<file path="src/rtl/exe_muldiv_pkg.sv">
// ---------------------------------------------------------------------------
// exe_muldiv_pkg
// Shared definitions for the iterative multiply/divide execution unit:
//   - DEFAULT_WIDTH : default operand/result width (also the iteration count)
//   - CMD_*         : EXE_cmd codes seen by the unit (only MUL and DIVU act)
//   - state_t       : controller state encoding (IDLE, BUSY, DONE)
//   - isMulDivCmd   : helper that recognises the two commands the unit runs
// ---------------------------------------------------------------------------
package exe_muldiv_pkg;

   localparam int DEFAULT_WIDTH = 32;

   localparam logic [3:0] CMD_ADD  = 4'b0000;
   localparam logic [3:0] CMD_MUL  = 4'b1100;
   localparam logic [3:0] CMD_DIVU = 4'b1101;

   typedef enum logic [1:0] {
      IDLE = 2'b00,
      BUSY = 2'b01,
      DONE = 2'b10
   } state_t;

   // True for the commands this unit executes; everything else is left to
   // the ordinary single-cycle ALU and never stalls the pipeline.
   function automatic logic isMulDivCmd(input logic [3:0] cmd);
      return (cmd == CMD_MUL) || (cmd == CMD_DIVU);
   endfunction

endpackage

</file>
<file path="src/rtl/exe_muldiv_step.sv">
// ---------------------------------------------------------------------------
// muldiv_step
// One combinational iteration of either an unsigned shift-add multiply or an
// unsigned restoring shift-subtract divide.
// Ports:
//   isDiv_i    : 1 = divide step, 0 = multiply step
//   opA_i/_o   : MUL: multiplicand (shifts left); DIVU: dividend bits still to
//                be consumed at the top, quotient bits entering at the bottom
//   opB_i/_o   : MUL: multiplier (shifts right); DIVU: divisor (unchanged)
//   acc_i/_o   : MUL: running low product; DIVU: partial remainder
// ---------------------------------------------------------------------------
module muldiv_step #(
   parameter int WIDTH = 32
) (
   input  logic             isDiv_i,
   input  logic [WIDTH-1:0] opA_i,
   input  logic [WIDTH-1:0] opB_i,
   input  logic [WIDTH-1:0] acc_i,
   output logic [WIDTH-1:0] opA_o,
   output logic [WIDTH-1:0] opB_o,
   output logic [WIDTH-1:0] acc_o
);

   logic [WIDTH:0]   remShifted;
   logic [WIDTH-1:0] remDiffLow;
   logic             remGeDivisor;

   // The shifted remainder needs one extra bit so the compare against the
   // divisor is exact. When the compare succeeds the true difference is below
   // the divisor, so the low WIDTH bits of the subtraction are the whole
   // answer. A zero divisor always "fits", giving an all-ones quotient.
   always_comb begin
      remShifted   = {acc_i, opA_i[WIDTH-1]};
      remGeDivisor = (remShifted >= {1'b0, opB_i});
      remDiffLow   = remShifted[WIDTH-1:0] - opB_i;
   end

   // Select the multiply or divide update. The multiply keeps only the low
   // WIDTH bits of the product, so bits shifted out of the multiplicand are
   // simply lost.
   always_comb begin
      opA_o = opA_i;
      opB_o = opB_i;
      acc_o = acc_i;
      if (isDiv_i) begin
         opA_o = {opA_i[WIDTH-2:0], remGeDivisor};
         opB_o = opB_i;
         acc_o = remGeDivisor ? remDiffLow : remShifted[WIDTH-1:0];
      end else begin
         opA_o = {opA_i[WIDTH-2:0], 1'b0};
         opB_o = {1'b0, opB_i[WIDTH-1:1]};
         acc_o = opB_i[0] ? (acc_i + opA_i) : acc_i;
      end
   end

endmodule

</file>
<file path="src/rtl/exe_muldiv.sv">
// ---------------------------------------------------------------------------
// exe_muldiv
// Iterative unsigned multiply (MUL, low WIDTH bits) and divide (DIVU,
// quotient) unit for the EXE stage. It stalls the front of the pipeline while
// it runs WIDTH iterations, then pulses done for one cycle with the result.
// Ports:
//   clk, rst   : clock and synchronous active-high reset
//   flush      : abort the running operation (branch taken downstream)
//   EXE_cmd    : command from the ID/EX register
//   Val1, Val2 : multiplicand/dividend and multiplier/divisor
//   dest_in    : destination register of the instruction in EXE
//   WB_en_in   : write-back enable of the instruction in EXE
//   freeze     : stall request for PC, IF/ID and ID/EX
//   done       : one-cycle result-valid pulse
//   result     : low product or quotient (holds between operations)
//   dest       : destination captured at start
//   WB_en      : captured write-back enable, only while done is high
// ---------------------------------------------------------------------------
module exe_muldiv
   import exe_muldiv_pkg::*;
#(
   parameter int WIDTH = DEFAULT_WIDTH
) (
   input  logic             clk,
   input  logic             rst,
   input  logic             flush,
   input  logic [3:0]       EXE_cmd,
   input  logic [WIDTH-1:0] Val1,
   input  logic [WIDTH-1:0] Val2,
   input  logic [4:0]       dest_in,
   input  logic             WB_en_in,
   output logic             freeze,
   output logic             done,
   output logic [WIDTH-1:0] result,
   output logic [4:0]       dest,
   output logic             WB_en
);

   localparam int CW = (WIDTH > 1) ? $clog2(WIDTH) : 1;
   localparam logic [CW-1:0] LAST_ITER = CW'(WIDTH - 1);

   state_t           state_q, state_d;
   logic [CW-1:0]    counter_q, counter_d;
   logic [WIDTH-1:0] opA_q, opA_d;
   logic [WIDTH-1:0] opB_q, opB_d;
   logic [WIDTH-1:0] acc_q, acc_d;
   logic             isDiv_q, isDiv_d;
   logic [4:0]       dest_q, dest_d;
   logic             wbEn_q, wbEn_d;
   logic [WIDTH-1:0] result_q, result_d;

   logic             start;
   logic [WIDTH-1:0] stepOpA, stepOpB, stepAcc;

   muldiv_step #(
      .WIDTH(WIDTH)
   ) u_step (
      .isDiv_i (isDiv_q),
      .opA_i   (opA_q),
      .opB_i   (opB_q),
      .acc_i   (acc_q),
      .opA_o   (stepOpA),
      .opB_o   (stepOpB),
      .acc_o   (stepAcc)
   );

   // A new operation may only begin from IDLE. Reset and flush both veto it,
   // and freeze is built from start so the pipeline stalls in the very cycle
   // the instruction first appears, keeping it parked in ID/EX while we run.
   always_comb begin
      start  = ~rst & ~flush & (state_q == IDLE) & isMulDivCmd(EXE_cmd);
      freeze = start | (~rst & (state_q == BUSY));
   end

   // Next-state logic. IDLE captures operands and tags; BUSY applies one step
   // per cycle and on the last step stores the finished value; DONE always
   // returns to IDLE so a command still sitting in ID/EX is not re-run.
   always_comb begin
      state_d   = state_q;
      counter_d = counter_q;
      opA_d     = opA_q;
      opB_d     = opB_q;
      acc_d     = acc_q;
      isDiv_d   = isDiv_q;
      dest_d    = dest_q;
      wbEn_d    = wbEn_q;
      result_d  = result_q;
      unique case (state_q)
         IDLE: begin
            if (start) begin
               opA_d     = Val1;
               opB_d     = Val2;
               acc_d     = '0;
               isDiv_d   = (EXE_cmd == CMD_DIVU);
               dest_d    = dest_in;
               wbEn_d    = WB_en_in;
               counter_d = '0;
               state_d   = BUSY;
            end
         end
         BUSY: begin
            if (flush) begin
               state_d = IDLE;
            end else begin
               opA_d     = stepOpA;
               opB_d     = stepOpB;
               acc_d     = stepAcc;
               counter_d = counter_q + CW'(1);
               if (counter_q == LAST_ITER) begin
                  result_d = isDiv_q ? stepOpA : stepAcc;
                  state_d  = DONE;
               end
            end
         end
         DONE: begin
            state_d = IDLE;
         end
         default: begin
            state_d = IDLE;
         end
      endcase
   end

   // State and datapath registers. Reset clears everything, which also
   // abandons any operation in flight without a done pulse.
   always_ff @(posedge clk) begin
      if (rst) begin
         state_q   <= IDLE;
         counter_q <= '0;
         opA_q     <= '0;
         opB_q     <= '0;
         acc_q     <= '0;
         isDiv_q   <= 1'b0;
         dest_q    <= '0;
         wbEn_q    <= 1'b0;
         result_q  <= '0;
      end else begin
         state_q   <= state_d;
         counter_q <= counter_d;
         opA_q     <= opA_d;
         opB_q     <= opB_d;
         acc_q     <= acc_d;
         isDiv_q   <= isDiv_d;
         dest_q    <= dest_d;
         wbEn_q    <= wbEn_d;
         result_q  <= result_d;
      end
   end

   // Result-side outputs. The write-back enable is gated by DONE so the
   // register file only sees it during the one-cycle done pulse.
   always_comb begin
      done   = (state_q == DONE);
      WB_en  = (state_q == DONE) & wbEn_q;
      result = result_q;
      dest   = dest_q;
   end

endmodule

</file>
<file path="config.mk">
export PLATFORM = sky130hd
export DESIGN_NAME = exe_muldiv
export DESIGN_NICKNAME = d
export VERILOG_FILES = /design/src/rtl/exe_muldiv_pkg.sv /design/src/rtl/exe_muldiv_step.sv /design/src/rtl/exe_muldiv.sv
export SDC_FILE = /design/constraint.sdc
export NUM_CORES = 1
export LEC_CHECK = 0
export BUFFER_PORTS_ARGS = -buffer_cell sky130_fd_sc_hd__buf_2
export CAP_MARGIN = 20
export CORE_UTILIZATION = 45
export DETAILED_ROUTE_END_ITERATION = 10
export PLACE_DENSITY = 0.73
export SETUP_SLACK_MARGIN = 0.15
export SYNTH_ARGS = -nofsm -noshare
export SYNTH_HDL_FRONTEND = slang
export SYNTH_SLANG_ARGS = --single-unit
</file>
<file path="constraint.sdc">
create_clock -name clk -period 3 [get_ports clk]
set_input_delay 0.75 -clock clk [delete_from_list [all_inputs] [get_ports clk]]
set_output_delay 0.75 -clock clk [all_outputs]
set_load 0.01 [all_outputs]
</file>
==> impl.org <==
** Floorplan
- The core region is about 21,000 um^2.
- Area of the die :: 22,600 um^2
- Pin placement for this block handled between 100 and 150 I/O pins.
- The die is 150 um tall.
- The floorplan has 53 rows.
- Chip width :: 150 um
- Initial Utilization :: a little under half

** Power and ir drop
- Power comes to around 5.6 mW.
- Net switching is 28.1% of the power.
- Clock power share :: 41.8%
- P_int :: just over 4 mW
- Worst IR Drop VDD :: about 0.36 mV
- Combinational cells account for between 20% and 30% of the total power.
- Reg power frac :: between 30 and 40%
- Sw Pwr :: between 1.5 and 2 mW
- Dividing total power by cell area gives a power density of 414 nW/um^2.
- The analysis attributes to cell leakage a power of around 5.6 nW.

** Synth
- In the synthesized netlist the dominant register cell turns out to be dfxtp_1.
- Portion of the post-synthesis area used by sequential elements :: 28.7%
- Net count of the mapped netlist :: approximately 1,400
- In this run the mean area of a mapped cell was around 7.6 um^2.
- Counting flops with a built-in enable in the synthesized netlist gives 0.
- Cell type with the largest total area after synthesis :: dfxtp_1
- Post-synthesis instance total :: roughly 1,300
- Of the post-synthesis cell area, the dominant cell type holds 28.7%.
- Yosys attributes the largest share of cell area to dfxtp_1 (29%), a21oi_1 (8.5%), ha_1 (8.2%).
- Counting distinct cell types in the post-synthesis netlist gives 76.
- Yosys instantiated no cell more often than a21oi_1.
- Count of warnings emitted by yosys :: 0
- Counting flops with an async set or reset pin after synthesis yields a share of 0%.
- The cell area that synthesis handed to floorplanning was between 9000 and 10,000 um^2.
- Top cells by instance count after synthesis :: a21oi_1 (168), dfxtp_1 (142), nand2_1 (140), nor2_1 (137), clkbuf_1 (68)
- Synthesized flop and latch total :: 142

** Final layout
- Final antenna diode count :: 0
- Final instance area :: approximately 14,000 um^2
- The area growth from synthesis to layout is 37.2%.
- Final Core Density :: between 60 and 70%
- Count of placed standard cells in the final layout, fillers left out :: roughly 1,800
- Fraction of layout instances using a drive strength above 1 :: about a third
- Final-layout fill cell count :: roughly 1,700
- After the last flow step, the layout net total stands at ~1,700.
- In the final layout, the multi-input gates occupy about 7300 um^2.
- In the final layout, flip-flops and latches occupy slightly below 3000 um^2.

** STA
- For the pin with the worst max-slew slack, the measured transition is about 0.71 ns.
- Final Skew :: between 0.007 and 0.008 ns
- After layout, the minimum clock period comes to roughly 3.1 ns.
- Post-route worst setup slack :: -0.0658 ns
- Final-report max-slew violation count :: 0
- Share of the clock period used by the worst path after layout :: 102%
- Setup repair after global routing could not meet its margin everywhere.
- Summed over all failing endpoints, the final setup total negative slack is -0.345 ns.
- Final hold analysis gives a worst-case slack of about 0.45 ns.
- Measured against its own limit, the worst slew margin works out to a little over half.
- Number of hold-slack violations in the final timing report :: 0
- Fmax :: 326 MHz
- Final number of setup-violating endpoints :: 8

** Setup path
- Slowest-stage cell, CP :: dfxtp_4
- For the worst setup path, the data arrival time is ~3.4 ns.
- On the worst path, the slowest cell contributes a delay of between 0.3 and 0.4 ns.
- Of all nets on the critical path, the largest fanout is 4.
- By instance count, the cell type seen most on the critical path is buf_4.
- Critical path buffer and inverter count :: 10
- STA classifies the critical path endpoint as a register.
- Family of cells with the greatest summed delay on the critical path :: buffers and inverters
- Crit-path cells :: buf_12, ha_4, o21ai_2, o21bai_1, buf_4, buf_4, buf_6, buf_6, buf_4, buf_4, buf_4, buf_6, buf_6, a21oi_2, xor2_1, o211ai_1, a22o_1
- STA puts the critical path data required time at 3.31 ns.
- Worst setup path start :: acc_q[10]
- The worst setup path is launched from a register.
- WS Path Type :: register to register
- The worst register-to-register path begins at acc_q[10].

** Place
- Number of buffers added on ports :: ~120
- The congestion estimate from routability-driven global placement came to between 0.9 and 1.
- The wire-length estimate of the detail-placed layout is ~23 mm.
- Pre-CTS setup slack :: -0.132 ns
- Placed inst area :: around 12,000 um^2
- After detailed placement, the design holds a cell count of approximately 1,700.

** Drt
- Vias post-DR :: 11,300
- Detail-routed net length per standard cell :: 19.6 um
- Pre-Repair DR Iteration Count :: 5
- Vias per inst :: around 6.2
- Wire length after detailed routing :: about 36 mm
- The first routing iteration left between 1,000 and 1,500 violations.
- In the routed design, unresolved DRC markers number 0.
- Number of nets still failing antenna checks after routing :: 0

** GRT
- Number of antenna violations at the first check in global routing :: 0
- Combined global-route utilization of all metal layers :: between 20 and 30%
- Via count of the first global-routing pass :: 10,500
- The first global-routing pass estimated roughly 52 mm of wire.
- Summed over all layers, the global routing overflow is 0.
- Entering global routing, the biggest net connects between 60 and 70 pins.

** Outcome
- Outcome :: finished with violations
- The final reports fail on setup timing.

** Job
- Reported max-cap violation count :: 0

** CTS
- TritonCTS clock tree :: built
- The clock passes through at most 2 buffers.
- Clock latency at the later pin of the worst-skew pair :: between 0.4 and 0.5 ns
- Buffer cell driving the clock tree root :: clkbuf_16
- The number of clock buffers added by TritonCTS is 17.
- # hold bufs at CTS :: 0
- Clock tree synthesis found a total of ~140 sinks.
- H-tree depth :: 4
- CTS clk-pin slew, worst paths :: 0.06 ns

** Hold path
- In this run the most critical hold path is launched from result[14].
- The tightest min-delay check is of the register to register type.
## worst reg2reg max path, cell delays in order, from the launching register on
cell	delay (ns)
dfxtp_4	0.38
buf_12	0.13
ha_4	0.25
o21ai_2	0.15
o21bai_1	0.11
buf_4	0.15
buf_4	0.12
buf_6	0.11
buf_6	0.10
buf_4	0.11
buf_4	0.12
buf_4	0.13
buf_6	0.10
buf_6	0.10
a21oi_2	0.12
xor2_1	0.25
o211ai_1	0.22
a22o_1	0.29
## sequential cells by signal, summed over array words and instances (netlist names)
name	cells
acc_q	32
opA_q	32
opB_q	32
result	32
counter_q	5
dest	5
state_q	2
isDiv_q	1
wbEn_q	1
## cells by family after synthesis
family                   count (synthesis)  share of synthesized area, %
AO/OA/AOI/OAI                          494                          33.6
AND/OR/NAND/NOR                        401                          18.2
buffers and inverters                  142                          5.78
flip-flops                             142                          28.7
adder cells (fa/ha/maj)                 67                          8.61
XOR/XNOR                                45                          3.98
multiplexers                            11                          1.17
## power groups by stage
| stage | sequential (mW) | clock (mW) | combinational [mW] |
|---|---|---|---|
| 6_report | 1.92 | 2.35 | 1.36 |
| 4_1_cts | 1.92 | 2.35 | 1.07 |
| 3_3_place_gp | 1.96 | 0 | 0.869 |
| 3_5_place_dp | 1.96 | 0 | 0.876 |
| 5_1_grt | 1.92 | 2.45 | 1.42 |
| 2_1_floorplan | 1.96 | 0 | 0.607 |
## layout by cell type (no fill, tap or decap), types with 25 or more instances in the layout
| cell type | Yosys | layout |
|---|---|---|
| o21ai_0 | 43 | 35 |
| a21o_1 | 34 | 34 |
| ha_1 | 65 | 35 |
| nand2_1 | 140 | 139 |
| nor2_1 | 137 | 128 |
| dfxtp_2 | 0 | 27 |
| inv_1 | 56 | 48 |
| ha_4 | 0 | 25 |
| o211ai_1 | 38 | 38 |
| a211oi_1 | 59 | 48 |
| a22oi_1 | 36 | 36 |
| dfxtp_1 | 142 | 108 |
| buf_4 | 2 | 160 |
| a21oi_1 | 168 | 149 |
| buf_2 | 2 | 115 |
## what timing repair did
item | in CTS | in global routing
cloned | 2 | 2
pin swaps | 32 | 86
setup endpoints to repair | 42 | 47
setup buffers | 32 | 28
resized for setup | 52 | 122
## final cells by class
class	count	share of cell area, %
Inverter	57	1.57
Tap cell	275	2.53
Clock buffer	25	3.87
Multi-Input combinational cell	1018	53.8
Clock inverter	7	0.892
Timing Repair Buffer	300	16.0
Sequential cell	142	21.3
## routing by layer
metal,global-route usage [%],vias to the layer above,part of all wire [%]
met5,0,-,0
met4,18.9,0,6.4
met3,4.61,171,6.0
met2,50.0,552,48
met1,34.5,5329,39
li1,-,5255,-
## final timing paths
kind | slack, ns | to | cells past startpoint
worst min register to register | 0.45 | result[14] | 2
worst min-delay path | 0.45 | result[14] | 2
worst max register to register | -0.07 | acc_q[13] | 17
worst max-delay path | -0.07 | acc_q[13] | 17
Power figures use the tool's default switching activity.
